===== src/rtl/i3_pkg.sv =====
// Shared definitions for the i3 operand loader: beat count, field widths,
// loader state encoding and the assembled 132-bit operand frame.
package i3_pkg;

  localparam int I3_BEATS  = 5;
  localparam int I3_IDX_W  = 3;
  localparam int I3_BEAT_W = 32;

  localparam int PV28_W  = 28;
  localparam int PV56_W  = 28;
  localparam int PV88_W  = 32;
  localparam int PV120_W = 32;
  localparam int PV126_W = 6;
  localparam int PV132_W = 6;

  localparam logic [I3_IDX_W-1:0] I3_LAST_IDX = I3_IDX_W'(I3_BEATS - 1);

  typedef enum logic [1:0] {
    IDLE,
    COLLECT,
    FULL
  } i3_state_e;

  typedef struct packed {
    logic [PV28_W-1:0]  pv28;
    logic [PV56_W-1:0]  pv56;
    logic [PV88_W-1:0]  pv88;
    logic [PV120_W-1:0] pv120;
    logic [PV126_W-1:0] pv126;
    logic [PV132_W-1:0] pv132;
  } i3_frame_t;

  // Beats 0/1 carry 28 payload bits and beat 4 carries 12; everything above must be zero.
  function automatic logic beat_pad_bad(input logic [I3_IDX_W-1:0] idx,
                                        input logic [I3_BEAT_W-1:0] data);
    logic bad;
    bad = 1'b0;
    case (idx)
      3'd0, 3'd1: bad = |data[I3_BEAT_W-1:PV28_W];
      3'd4:       bad = |data[I3_BEAT_W-1:PV126_W+PV132_W];
      default:    bad = 1'b0;
    endcase
    return bad;
  endfunction

endpackage


===== src/rtl/i3_beat_ctr.sv =====
// Beat index counter for the i3 operand loader: clear to 0, load to 1
// (a start-of-frame beat was just stored as beat 0) or increment.
module i3_beat_ctr
  import i3_pkg::*;
(
  input  logic                clk,
  input  logic                rst,
  input  logic                load_i,
  input  logic                inc_i,
  input  logic                clear_i,
  output logic [I3_IDX_W-1:0] idx_o,
  output logic                last_o
);

  logic [I3_IDX_W-1:0] idx_q;
  logic [I3_IDX_W-1:0] idx_d;

  always_comb begin
    idx_d = idx_q;
    if (clear_i) begin
      idx_d = '0;
    end else if (load_i) begin
      idx_d = I3_IDX_W'(1);
    end else if (inc_i) begin
      idx_d = idx_q + I3_IDX_W'(1);
    end
  end

  always_ff @(posedge clk) begin
    if (rst) begin
      idx_q <= '0;
    end else begin
      idx_q <= idx_d;
    end
  end

  assign idx_o  = idx_q;
  assign last_o = (idx_q == I3_LAST_IDX);

endmodule


===== src/rtl/i3_operand_loader.sv =====
// Collects five 32-bit beats into one 132-bit operand frame for the i3 core,
// holds it until the consumer accepts it, and flags framing/padding errors.
module i3_operand_loader
  import i3_pkg::*;
#(
  parameter int CNT_W     = 16,
  parameter int PAD_CHECK = 1
)
(
  input  logic                 clk,
  input  logic                 rst,
  input  logic                 in_valid,
  output logic                 in_ready,
  input  logic                 in_sof,
  input  logic [I3_BEAT_W-1:0] in_data,
  output logic                 frm_valid,
  input  logic                 frm_ready,
  output logic [PV28_W-1:0]    pv28_o,
  output logic [PV56_W-1:0]    pv56_o,
  output logic [PV88_W-1:0]    pv88_o,
  output logic [PV120_W-1:0]   pv120_o,
  output logic [PV126_W-1:0]   pv126_o,
  output logic [PV132_W-1:0]   pv132_o,
  output logic                 frm_pad_err,
  output logic                 err_sync,
  output logic [CNT_W-1:0]     frm_cnt
);

  i3_state_e           state_q, state_d;
  i3_frame_t           frame_q, frame_d;
  logic                pad_acc_q, pad_acc_d;
  logic [CNT_W-1:0]    frm_cnt_q, frm_cnt_d;
  logic                in_ready_q, in_ready_d;
  logic                frm_valid_q, frm_valid_d;
  logic                frm_pad_err_q, frm_pad_err_d;
  logic                err_sync_q, err_sync_d;

  logic                beat_xfer;
  logic                frm_xfer;
  logic                wr_en;
  logic [I3_IDX_W-1:0] wr_idx;
  logic                pad_bit;
  logic                ctr_load, ctr_inc, ctr_clear;
  logic [I3_IDX_W-1:0] beat_idx;
  logic                last_beat;

  assign beat_xfer = in_valid & in_ready_q;
  assign frm_xfer  = frm_valid_q & frm_ready;

  i3_beat_ctr u_beat_ctr (
    .clk     (clk),
    .rst     (rst),
    .load_i  (ctr_load),
    .inc_i   (ctr_inc),
    .clear_i (ctr_clear),
    .idx_o   (beat_idx),
    .last_o  (last_beat)
  );

  always_comb begin
    state_d    = state_q;
    frm_cnt_d  = frm_cnt_q;
    err_sync_d = 1'b0;
    wr_en      = 1'b0;
    wr_idx     = beat_idx;
    ctr_load   = 1'b0;
    ctr_inc    = 1'b0;
    ctr_clear  = 1'b0;

    case (state_q)
      IDLE: begin
        if (beat_xfer) begin
          if (in_sof) begin
            wr_en    = 1'b1;
            wr_idx   = '0;
            ctr_load = 1'b1;
            state_d  = COLLECT;
          end else begin
            err_sync_d = 1'b1;
          end
        end
      end
      COLLECT: begin
        if (beat_xfer) begin
          // A fresh start-of-frame abandons the partial frame and restarts on this beat.
          if (in_sof) begin
            err_sync_d = 1'b1;
            wr_en      = 1'b1;
            wr_idx     = '0;
            ctr_load   = 1'b1;
          end else begin
            wr_en = 1'b1;
            if (last_beat) begin
              ctr_clear = 1'b1;
              state_d   = FULL;
            end else begin
              ctr_inc = 1'b1;
            end
          end
        end
      end
      FULL: begin
        if (frm_xfer) begin
          frm_cnt_d = frm_cnt_q + CNT_W'(1);
          state_d   = IDLE;
        end
      end
      default: state_d = IDLE;
    endcase

    frame_d   = frame_q;
    pad_acc_d = pad_acc_q;
    pad_bit   = (PAD_CHECK != 0) && beat_pad_bad(wr_idx, in_data);
    if (wr_en) begin
      case (wr_idx)
        3'd0: begin
          frame_d.pv28 = in_data[PV28_W-1:0];
          pad_acc_d    = pad_bit;
        end
        3'd1: begin
          frame_d.pv56 = in_data[PV56_W-1:0];
          pad_acc_d    = pad_acc_q | pad_bit;
        end
        3'd2: frame_d.pv88  = in_data[PV88_W-1:0];
        3'd3: frame_d.pv120 = in_data[PV120_W-1:0];
        3'd4: begin
          frame_d.pv126 = in_data[PV126_W-1:0];
          frame_d.pv132 = in_data[PV126_W+PV132_W-1:PV126_W];
          pad_acc_d     = pad_acc_q | pad_bit;
        end
        default: frame_d = frame_q;
      endcase
    end

    // Handshake and status flops look one state ahead so every output is a plain register.
    in_ready_d    = (state_d != FULL);
    frm_valid_d   = (state_d == FULL);
    frm_pad_err_d = (state_d == FULL) & pad_acc_d;
  end

  always_ff @(posedge clk) begin
    if (rst) begin
      state_q       <= IDLE;
      frame_q       <= '0;
      pad_acc_q     <= 1'b0;
      frm_cnt_q     <= '0;
      in_ready_q    <= 1'b1;
      frm_valid_q   <= 1'b0;
      frm_pad_err_q <= 1'b0;
      err_sync_q    <= 1'b0;
    end else begin
      state_q       <= state_d;
      frame_q       <= frame_d;
      pad_acc_q     <= pad_acc_d;
      frm_cnt_q     <= frm_cnt_d;
      in_ready_q    <= in_ready_d;
      frm_valid_q   <= frm_valid_d;
      frm_pad_err_q <= frm_pad_err_d;
      err_sync_q    <= err_sync_d;
    end
  end

  assign in_ready    = in_ready_q;
  assign frm_valid   = frm_valid_q;
  assign frm_pad_err = frm_pad_err_q;
  assign err_sync    = err_sync_q;
  assign frm_cnt     = frm_cnt_q;
  assign pv28_o      = frame_q.pv28;
  assign pv56_o      = frame_q.pv56;
  assign pv88_o      = frame_q.pv88;
  assign pv120_o     = frame_q.pv120;
  assign pv126_o     = frame_q.pv126;
  assign pv132_o     = frame_q.pv132;

endmodule


===== config.mk =====
export PLATFORM = sky130hd
export DESIGN_NAME = i3_operand_loader
export DESIGN_NICKNAME = d
export VERILOG_FILES = /design/src/rtl/i3_pkg.sv /design/src/rtl/i3_beat_ctr.sv /design/src/rtl/i3_operand_loader.sv
export SDC_FILE = /design/constraint.sdc
export NUM_CORES = 1
export LEC_CHECK = 0
export CORE_AREA = 2 2 120 122
export DETAILED_ROUTE_END_ITERATION = 12
export DIE_AREA = 0 0 122 124
export PLACE_DENSITY_LB_ADDON = 0.12
export SLEW_MARGIN = 20
export SYNTH_ARGS = -nofsm -noshare
export SYNTH_HDL_FRONTEND = slang
export SYNTH_SLANG_ARGS = --single-unit

===== constraint.sdc =====
create_clock -name clk -period 2 [get_ports clk]
set_input_delay 0.3 -clock clk [delete_from_list [all_inputs] [get_ports clk]]
set_output_delay 0.3 -clock clk [all_outputs]
set_load 0.1 [all_outputs]

* Yosys cells after proc, flatten, opt, wreduce, memory -nomap -nowiden
Index checks and enable logic that the tools add are counted.
** Storage, ports and cells
- Input port bits :: 37
- RAM bits :: 0
- Register bits after elaboration :: 158
- Bits in latches :: 0
- ROM bits :: 0
- Memories kept :: 0
- Output and inout port bits :: 152
- Word-level logic and storage cells :: 77
** Cells by class
- Bitwise gates (word level) :: 4
- Shift-type cells :: 0
- Reductions and logical operators :: 16
- Divide/modulo/power cells :: 0
- Eq/ne operators :: 9
- Multiplexer cells :: 31
- $mul :: 0
- Magnitude comparators :: 0
- Add/sub/neg operators :: 2
** Operators with widths (number)
- $reduce_or A20 Y1 :: 1
- $mux W1 :: 17
- $add A16 B1 Y16 const B :: 1
- $mux W2 :: 6
- $reduce_and A2 Y1 :: 6
- $mux W3 :: 3
- $pmux W1 S2 :: 4
- $reduce_or A2 Y1 :: 4
- $eq A3 B2 Y1 const B :: 2
- $eq A3 B3 Y1 const B :: 2
- $pmux W2 S3 :: 1
- $eq A2 B2 Y1 const B :: 2
- $reduce_or A4 Y1 :: 1
- $add A3 B1 Y3 const B :: 1
- $and A1 B1 Y1 :: 3
- $eq A3 B1 Y1 const B :: 1
- $logic_not A3 Y1 :: 1
- $reduce_or A3 Y1 :: 1
- $eq A2 B1 Y1 const B :: 1
- $logic_not A2 Y1 :: 1
- $ne A2 B2 Y1 const B :: 1
- $reduce_bool A2 Y1 :: 1
- $or A1 B1 Y1 :: 1

* Longest topological paths before layout
- Word-level depth :: 10
- Depth in mapped cells :: 8
- Gate-level depth less buffers :: 6

* Modules after synthesis
Synthesis repeated with hierarchy kept, for this count alone.
** Unflattened totals
- Cell total of the unflattened synthesis :: 653
- Area, all modules :: 5969.5 sq um
** By module, submodules not included
- i3_operand_loader :: instances 1, cells an instance 636, area each 5799.3 sq um, seq. area each 3103.0 sq um
- i3_beat_ctr :: instances 1, cells an instance 17, area each 170.2 sq um, seq. area each 60.1 sq um

* Worst setup path before layout
No wires, ideal clock.
- Path kind :: register to register
- From :: register frm_cnt_q[3] (netlist: frm_cnt[3])
- To :: register frm_cnt_q[13] (netlist: frm_cnt[13])
- Setup slack :: -0.297 ns
- Library setup time :: 0.121 ns
- Clock period less this slack :: 2.297 ns
- Arrival time :: 2.176 ns
- Stages on the path, launching flop included :: 5
- Buffers on the path :: 0
- Data required time :: 1.879 ns
- Path through :: dfxtp_1 > nand4_1 > nor4_4 > nand3_1 > mux2_2
** On the way
- Longest elaborated chain between the ends :: 1
** Ends and longest elaborated chain
- from (decl) :: line i3_operand_loader.sv:32 : logic [CNT_W-1:0] frm_cnt_q, frm_cnt_d;
- from (signal assigned) :: line i3_operand_loader.sv:155 : frm_cnt_q <= frm_cnt_d;
- $add A16 B1 Y16 :: line i3_operand_loader.sv:104 : frm_cnt_d = frm_cnt_q + CNT_W'(1);
Every way passes these cells.
A chain may end at the register's enable or synchronous reset.

* Final worst setup path
- From :: register state_q[1]
- To :: register pad_acc_q
** On the way
- Longest elaborated chain between the ends :: 9
- Elaborated cells on any way between the ends :: 14
- Those cells by class :: eq/ne: 3; mux: 5; bitwise: 1; reduce/logical: 5
** Ends and longest elaborated chain
- from (decl) :: line i3_operand_loader.sv:29 : i3_state_e state_q, state_d;
- from (signal assigned) :: line i3_operand_loader.sv:152 : state_q <= state_d;
- $eq A2 B1 Y1 / $logic_not A2 Y1 (equally long branches) :: line i3_operand_loader.sv:70 : case (state_q)
- $reduce_or A2 Y1 (no source line)
- $mux W3
- $eq A3 B1 Y1 / $logic_not A3 Y1 (equally long branches) :: line i3_pkg.sv:38, i3_operand_loader.sv:115
- $reduce_or A2 Y1 :: line i3_pkg.sv:38 : case (idx)
- $pmux W1 S2 :: line i3_pkg.sv:38
- $or A1 B1 Y1 :: line i3_operand_loader.sv:122, i3_operand_loader.sv:129
- $pmux W1 S2 :: line i3_operand_loader.sv:115 : case (wr_idx)
- $mux W1 (*) :: line i3_operand_loader.sv:114 : if (wr_en) begin
- to (signal assigned) :: line i3_operand_loader.sv:154 : pad_acc_q <= pad_acc_d;
- to (decl) :: line i3_operand_loader.sv:31 : logic pad_acc_q, pad_acc_d;
Every way passes the cells marked *; elsewhere a longest branch is shown, timed or not.

==> metrics.txt <==
syn_nets=about 730; Post-synth top flop=dfxtp_1; crit share post-route=0.8544; slowest stage delay, CP=about 500 ps; FMAX=a little under 600 MHz; sequential area share after synthesis=0.5332; RSZ-0062 raised after global routing=false; Final min period=approximately 1700 ps; commonest non-fill, non-tap cell in the layout=nand2_1; H-tree depth=4; Netlist Area Pre-Place=just under 0.006 mm²; Core Region=between 0.01 and 0.015 mm²; adder and majority gate portion of the synthesized area=0.006328; Clock Skews=~4.4 ps; number of max-cap violations=0; Worst EP arrival=roughly 2100 ps; Final Max Tran Viols=0; via count=around 5.4k; drt pass-1 iters=5; filler instances=1,214; cell taking the most area after synthesis=dfxtp_1; Leakage Power=~3.6 nW; asr flop ratio synth=0; Crit Path Max Fanout=14; Startpoint Class=flip-flop; # DRC=0; placed cell areas=approximately 0.0078 mm²; Mapped Avg Cell Area=between 8 and 9 µm²; compound-gate portion of the synthesized area=0.1031; Max-slew headroom=0.7123; Wirelength per Cell=approximately 16 µm; clock tree buffer depth=2; critical path class=reg -> reg; main area contributors after synthesis=dfxtp_1 (53%), nand2_1 (12%), a21oi_1 (8.4%); Clock Latency Late Sink=roughly 420 ps; status=finished clean; CP bufs+invs=1; Worst Hold Class=in -> reg; Sink Count=approximately 160; DRT antenna net count=0; initial core utilization=0.4324; number of post-CTS setup repair buffers=0; Final Hold Fails=0; CP Data Required Time=approximately 2300 ps; leading cell types in the layout, fill and taps excluded=nand2_1 (197), buf_4 (187), dfxtp_1 (145); pwr dens=867.0 mW/mm²; DP HPWL=~12,000 µm; mux cell area share after synthesis=0.07298; Netlist cell types=44; IO Count=about 190; initial antenna violation count=0; Syn-to-layout area delta=42.38%; Synth Warn #=0; Seq cells post-synth=between 150 and 200; Post-Syn Instances=between 600 and 700; CTS buffer count=17; design area=0.008446 mm²; Final nets=just over 900; Crit-path slowest cell=dfxtp_1; largest family of logic cells by synthesized area=simple AND/OR/NAND/NOR gates; Worst Max-Slew Pin Slew=429.8 ps; CP Capture Type=flip-flop; Reg clk slew, reported paths=about 60 ps; worst vdd ir=0.5079 mV; Synth Area in Simple Gates=0.2240; post-synth top area share=0.5332; overall routing resource usage=0.2249; CTS tree=yes; setup violators final=0; Hold Worst Slack=roughly 280 ps; first-pass GRT wire length=roughly 26,000 µm; critical-path cell list=and3b_1 > buf_12 > a2111oi_2 > a221oi_1 > nor3_1; total grt overflow=0; Die Area=between 0.015 and 0.02 mm²; via density per instance=slightly above 5; family with the most delay on the worst path=compound AO/OA/AOI/OAI gates; Die W=between 100 and 150 µm; site row count=between 40 and 50; Starting DRT DRC Count=313; share of cells above drive strength 1=0.2744; GPL Wtd Cong=between 0.8 and 0.9; largest net degree at the start of global routing=70; DIE HEIGHT=between 100 and 150 µm; Root Driver=clkbuf_16; post-synthesis xor/xnor area fraction=0.01476; Post-synth EDFFs=0; ANT cells=0; Post-Route WL=16,960 µm; number of global-route vias before repair=approximately 5.3k; I/O Buffers=around 190
## sequential cells by signal, indices dropped and copies added, names as in the netlist
signal	cells
state_q	2
pv28_o	28
pv120_o	32
frm_cnt	16
pv88_o	32
pv56_o	28
in_ready	1
pad_acc_q	1
pv126_o	6
pv132_o	6
err_sync	1
frm_pad_err	1
u_beat_ctr.idx_o	3
frm_valid	1
## logic make-up (layout without fill, tap and decap cells)
logic type      count (synthesis)  after routing
simple gates                  305            305
compound gates                114            114
fa+ha+maj                       3              3
flops                         158            158
buf+inv                        54            267
mux                            43             43
xor+xnor                       10             10
## per-stage QoR
step | util | power, mW | TNS [ps] | cells | setup slack, ps
after floorplan | - | 3.726 | 0 | 687 | 50.61
after global placement | 0.5696 | 3.982 | 0 | 1048 | 54.03
after detailed placement | 0.5696 | 3.989 | -24.46 | 1048 | -24.46
after CTS | 0.6151 | 7.376 | 0 | 1080 | 208.8
after global routing | 0.6156 | 7.556 | 0 | 1080 | 144.1
final | 0.6156 | 7.322 | 0 | 1080 | 291.2
## final cells by class
type | count | area, µm² | area share
Clock buffer | 21 | 460.4 | 0.05452
Sequential cell | 158 | 3179 | 0.3764
Clock inverter | 11 | 163.9 | 0.01941
Inverter | 7 | 26.28 | 0.003111
Timing Repair Buffer | 228 | 1874 | 0.2219
Tap cell | 180 | 225.2 | 0.02667
Multi-Input combinational cell | 475 | 2516 | 0.2979
## synth_stat cells, drive strengths merged (4+ instances only)
cell,instances
nor4,7
o21ai,4
nor2,54
nand3,9
nor3,7
nand4,9
xor2,4
xnor2,6
buf,25
clkbuf,22
inv,7
dfxtp,158
a21oi,99
nand2,197
nor2b,4
mux2i,41
## layer usage
layer  GRT usage  wire length, µm  part of all wire
met5           0                0                 0
met4     0.07687              300             0.018
met3     0.06731             1137             0.067
met2      0.3858             8215              0.48
met1      0.2689             7308              0.43
## report_power, final
group          switching (mW)  internal (mW)  leakage, nW
Combinational           0.483          0.217         2.05
Sequential             0.0309           3.19         1.28
Clock                    1.25           2.15        0.303
## final timing paths
path	depth (start not counted)	endpoint	slack, ps	start
max	5	pad_acc_q	290	state_q[1]
min	2	frm_cnt[9]	280	rst
min reg2reg	2	pv56_o[25]	450	pv56_o[25]
max reg2reg	5	pad_acc_q	290	state_q[1]
## repair_timing
action                     in CTS  in global routing
setup endpoints to repair       0                  1
gates resized for setup         0                  1
hold buffers                    0                  0
Note: power is estimated with default switching activity, not from simulation.
